**src/rtl/fetch_buffer.sv**
```systemverilog
// fetch_buffer: in-order FIFO of {instruction, pc} pairs between fetch and decode.
// The optional same-cycle bypass from input to head is enabled by defining
// the macro FETCH_BUF_BYPASS_EN. When the macro is undefined, every instruction
// reaches the head one cycle after it is written.
// The control state (count and pointers) is reset. The storage entries are not reset.
`ifndef XLEN
`define XLEN 32
`endif

module fetch_buffer #(
  parameter int DEPTH = 2
) (
  input  logic                    clk,
  input  logic                    rst,
  input  logic                    in_valid,
  input  logic [`XLEN-1:0]        in_inst,
  input  logic [`XLEN-1:0]        in_pc,
  output logic                    in_ready,
  input  logic                    flush,
  output logic                    out_valid,
  output logic [`XLEN-1:0]        out_inst,
  output logic [`XLEN-1:0]        out_pc,
  input  logic                    out_ready,
  output logic [$clog2(DEPTH):0]  count
);

  localparam int PTR_W = $clog2(DEPTH);
  localparam int CNT_W = PTR_W + 1;
  localparam logic [CNT_W-1:0] FULL_C = CNT_W'(DEPTH);

  logic [`XLEN-1:0] inst_mem_q [DEPTH];
  logic [`XLEN-1:0] pc_mem_q   [DEPTH];

  logic [PTR_W-1:0] rd_ptr_q, rd_ptr_d;
  logic [PTR_W-1:0] wr_ptr_q, wr_ptr_d;
  logic [CNT_W-1:0] count_q, count_d;

  logic head_valid;
  logic bypass;
  logic push, pop;
  logic wr_en, rd_en;

  assign head_valid = (count_q != '0);

`ifdef FETCH_BUF_BYPASS_EN
  // An empty buffer passes the input directly to decode when decode can take it.
  assign bypass = !head_valid && in_valid && out_ready && !flush;
`else
  assign bypass = 1'b0;
`endif

  // Handshake and head presentation. Outputs are zero whenever nothing is valid.
  always_comb begin
    in_ready  = (count_q < FULL_C) && !flush;
    out_valid = (head_valid && !flush) || bypass;
    out_inst  = '0;
    out_pc    = '0;
    if (head_valid && !flush) begin
      out_inst = inst_mem_q[rd_ptr_q];
      out_pc   = pc_mem_q[rd_ptr_q];
    end else if (bypass) begin
      out_inst = in_inst;
      out_pc   = in_pc;
    end
    push  = in_valid && in_ready;
    pop   = out_valid && out_ready;
    // A bypassed instruction is consumed in flight. It touches neither the storage nor the pointers.
    wr_en = push && !bypass;
    rd_en = pop && !bypass;
  end

  // Next pointer and occupancy. Flush clears everything and drops this cycle's input.
  always_comb begin
    rd_ptr_d = rd_ptr_q;
    wr_ptr_d = wr_ptr_q;
    count_d  = count_q;
    if (flush) begin
      rd_ptr_d = '0;
      wr_ptr_d = '0;
      count_d  = '0;
    end else begin
      if (wr_en) wr_ptr_d = wr_ptr_q + PTR_W'(1);
      if (rd_en) rd_ptr_d = rd_ptr_q + PTR_W'(1);
      case ({wr_en, rd_en})
        2'b10:   count_d = count_q + CNT_W'(1);
        2'b01:   count_d = count_q - CNT_W'(1);
        default: count_d = count_q;
      endcase
    end
  end

  // Control registers. Reset takes priority over flush, push and pop.
  always_ff @(posedge clk) begin
    if (rst) begin
      rd_ptr_q <= '0;
      wr_ptr_q <= '0;
      count_q  <= '0;
    end else begin
      rd_ptr_q <= rd_ptr_d;
      wr_ptr_q <= wr_ptr_d;
      count_q  <= count_d;
    end
  end

  // Entry storage. It is written only at a free slot, because wr_en implies the buffer is not full.
  always_ff @(posedge clk) begin
    if (wr_en) begin
      inst_mem_q[wr_ptr_q] <= in_inst;
      pc_mem_q[wr_ptr_q]   <= in_pc;
    end
  end

  assign count = count_q;

endmodule

```
**config.mk**
```make
export PLATFORM = sky130hd
export DESIGN_NAME = fetch_buffer
export DESIGN_NICKNAME = d
export VERILOG_FILES = /design/src/rtl/fetch_buffer.sv
export SDC_FILE = /design/constraint.sdc
export NUM_CORES = 1
export LEC_CHECK = 0
export CAP_MARGIN = 40
export CORE_ASPECT_RATIO = 0.75
export CORE_MARGIN = 4
export CORE_UTILIZATION = 52
export CTS_CLUSTER_DIAMETER = 80
export CTS_CLUSTER_SIZE = 25
export DETAILED_ROUTE_END_ITERATION = 10
export GPL_ROUTABILITY_DRIVEN = 0
export GPL_TIMING_DRIVEN = 0
export HOLD_SLACK_MARGIN = 0.1
export PLACE_DENSITY = 0.84
export RECOVER_POWER = 50
export SKIP_LAST_GASP = 1
export SLEW_MARGIN = 20
export SYNTH_ARGS = -nofsm -noshare
export SYNTH_HDL_FRONTEND = slang
export SYNTH_SLANG_ARGS = --single-unit
```
**constraint.sdc**
```tcl
create_clock -name clk -period 7.66 [get_ports clk]
set_clock_uncertainty 0.15 [all_clocks]
set_input_delay 0.766 -clock clk [delete_from_list [all_inputs] [get_ports clk]]
set_output_delay 0.766 -clock clk [all_outputs]
set_load 0.05 [all_outputs]
```
==> results.toml <==
[flow_run]
cap_viol_max_count = 1

[routing]
viasPerCell = 5.04
via_count = 3032
routed_wl_mm = 11.1
postRouteAntennaNets = 0
wire_per_inst_um = 18.5
drtIter0Drc = 142
drc = 0
first_pass_iters = 4

[grt]
antenna_found_initial = 4
grt_pass1_vias = 3355
grt_usage_pct = 19.9
grt_max_degree = 37
grtUsageMet3_pct = 8.28
grt_busiest_layer = "met2"
grt_pass1_wl_mm = 17.1
grt_use_met1_pct = 23.2
grt_overflow = 0
use_met2_pct = 33.9

[sta]
setup_ws_ns = 3.63
hold_ws_ns = 0.431
min_period_over_period_pct = 52.6
tightest_slew_ns = 1.71
relSlewSlack_pct = -14.3
fin_setup_tns_ns = 0
grt_setup_unrepaired = "no"
final-setup-viol-count = 0
min_period_ns = 4.03
clock.fmax_ghz = 0.248
slew_viol_final = 15
final_hold_viol_count = 0

[setup_path]
critPathCaptureType = "output port"
cp.arrival_ns = 3.12
r2r-end = "pc_mem_q[0][25]"
cp_top_family = "buffers and inverters"
crit_path_frequent_cell = "buf_2"
rr_worst_depth = 5
cp_max_fo = 10
setup.worst_path.class = "input pin to output port"
slowest_delay_ns = 0.85
crit_chain = "dlygate4sd3_1 -> or2_1 -> buf_2 -> buf_2 -> nor2_1 -> clkdlybuf4s50_1"
reg2reg_from = "count[1]"
slowest_stage = "clkdlybuf4s50_1"
crit_required_ns = 6.74
start_kind = "input pin"
crit_buf_inv = 4
regToRegSetupSlack_ns = 4.73

[floorplan]
die_w_um = 122
rows = 30
io_pins = 137
initial_utilization_pct = 54.5
fp.dieH_um = 93.2
core-area_um2 = 9230
design.die.area_um2 = 11300

[place]
dp_hpwl_mm = 7.18
dp_slack_ns = 3.74
placedCellCount = 565
placed_area_um2 = 6650
port_buffers = 136

[layout]
area_growth_pct = 44.4
finalNetCount = 526
final_cell_mix = "edfxtp_1 (128), clkdlybuf4s50_1 (69), nor2_1 (67), dlygate4sd3_1 (67), mux2i_1 (64)"
final_util_pct = 78.7
final_cells = 601
fin_area_um2 = 7260
final_common_cell = "edfxtp_1"
drive_gt1_share_pct = 10.0

[logic_synthesis]
ys_ff_latch = 133
ys_types = 19
netlist_instances = 297
syn_nets = 367
syn_avg_cell_area_um2 = 16.9
yosysSeqAreaShare_pct = 78.4
netlist_area_um2 = 5030
yosys_warnings = 0

[power_and_ir_drop]
powerDensity_nw_per_um2 = 244
p_leak_nw = 2.38
ir_worst_vdd_mv = 0.237
p_total_mw = 1.77

[status]
violations = "capacitance limit, slew limit"
status = "complete, but fails checks"

[min_path]
hp-class = "flop to flop"
hold_depth = 2
whs_endpoint = "count[1]"
hold_start = "count[1]"

[clock_tree]
clk_latency_ns = 0.39
ctsHoldBuffers = 0
htree_levels = 4
cts.sinks = 133
cts_setup_buffers = 0
cts_tree = "built"
path_clk_slew_ns = 0.05
cts_made_buffers = 17
clk_root_buffer_cell = "clkbuf_16"
ctsLongestPathBuffers = 2
cts_resized = 0
==> where the power goes <==
| group | leakage (nW) | switching, mW | total, mW | internal [mW] |
|---|---|---|---|---|
| clock | 0.294 | 0.291 | 0.832 | 0.541 |
| sequential | 1.22 | 0.00615 | 0.829 | 0.822 |
| combinational | 0.875 | 0.0638 | 0.114 | 0.0501 |
| total | 2.38 | 0.361 | 1.77 | 1.41 |
==> registers in the layout, indices dropped and copies added (netlist names), named ones only <==
signal      count
inst_mem_q     64
count           2
rd_ptr_q        1
wr_ptr_q        1
pc_mem_q       64
==> worst max path at each step <==
stage / end / from / depth (start not counted)
after floorplan: inst_mem_q[0][0] / flush / 3
after global placement: pc_mem_q[0][7] / flush / 4
after detailed placement: out_inst[12] / flush / 6
after CTS: out_pc[21] / flush / 6
after global routing: out_pc[21] / flush / 6
final: out_pc[21] / flush / 6
==> cells in the mapped netlist (all sizes together) <==
library cell | instances | area share, %
edfxtp | 128 | 76
nor2 | 67 | 5.0
mux2i | 64 | 13
buf | 13 | 1.3
dfxtp | 5 | 2.0
nor3 | 4 | 0.40
o21ai | 2 | 0.20
xnor2 | 2 | 0.35
xor2 | 2 | 0.35
a211oi | 1 | 0.15
and2 | 1 | 0.12
and3 | 1 | 0.12
clkbuf | 1 | 0.075
ha | 1 | 0.25
inv | 1 | 0.075
nand2 | 1 | 0.075
nor2b | 1 | 0.12
or2 | 1 | 0.12
or3 | 1 | 0.12
==> cells by family after synthesis <==
| family | count (synthesis) | synth area share [%] |
|---|---|---|
| AO/OA/AOI/OAI | 3 | 0.348 |
| XOR/XNOR | 4 | 0.697 |
| adder cells (fa/ha/maj) | 1 | 0.249 |
| buffers and inverters | 15 | 1.44 |
| flip-flops | 133 | 78.4 |
| multiplexers | 64 | 12.7 |
| AND/OR/NAND/NOR | 77 | 6.10 |
==> final cells by class <==
| cell class | count | area [µm²] |
|---|---|---|
| well taps | 128 | 160 |
| fillers | 538 | 1970 |
| repair buffers | 140 | 1450 |
| diodes | 4 | 10.0 |
| plain buffers | 14 | 68.8 |
| clock buffers | 17 | 425 |
| inverters | 1 | 3.75 |
| flip-flops and latches | 133 | 3940 |
| clock inverters | 15 | 188 |
| multi-input cells | 149 | 1010 |
==> per-layer routing <==
metal	share of wire (%)	vias up
met4	0.76	0
met3	8.1	8
met5	0	-
met2	51	116
li1	-	1434
met1	40	1474
==> worst reg2reg max path, stage by stage, from the launching register on <==
cell and delay, ns:
dfxtp_1 0.36, nor2_1 0.25, nand2_1 0.14, nor2_1 1.28, buf_16 0.26, buf_8 0.19
Power figures use the tool's default switching activity.
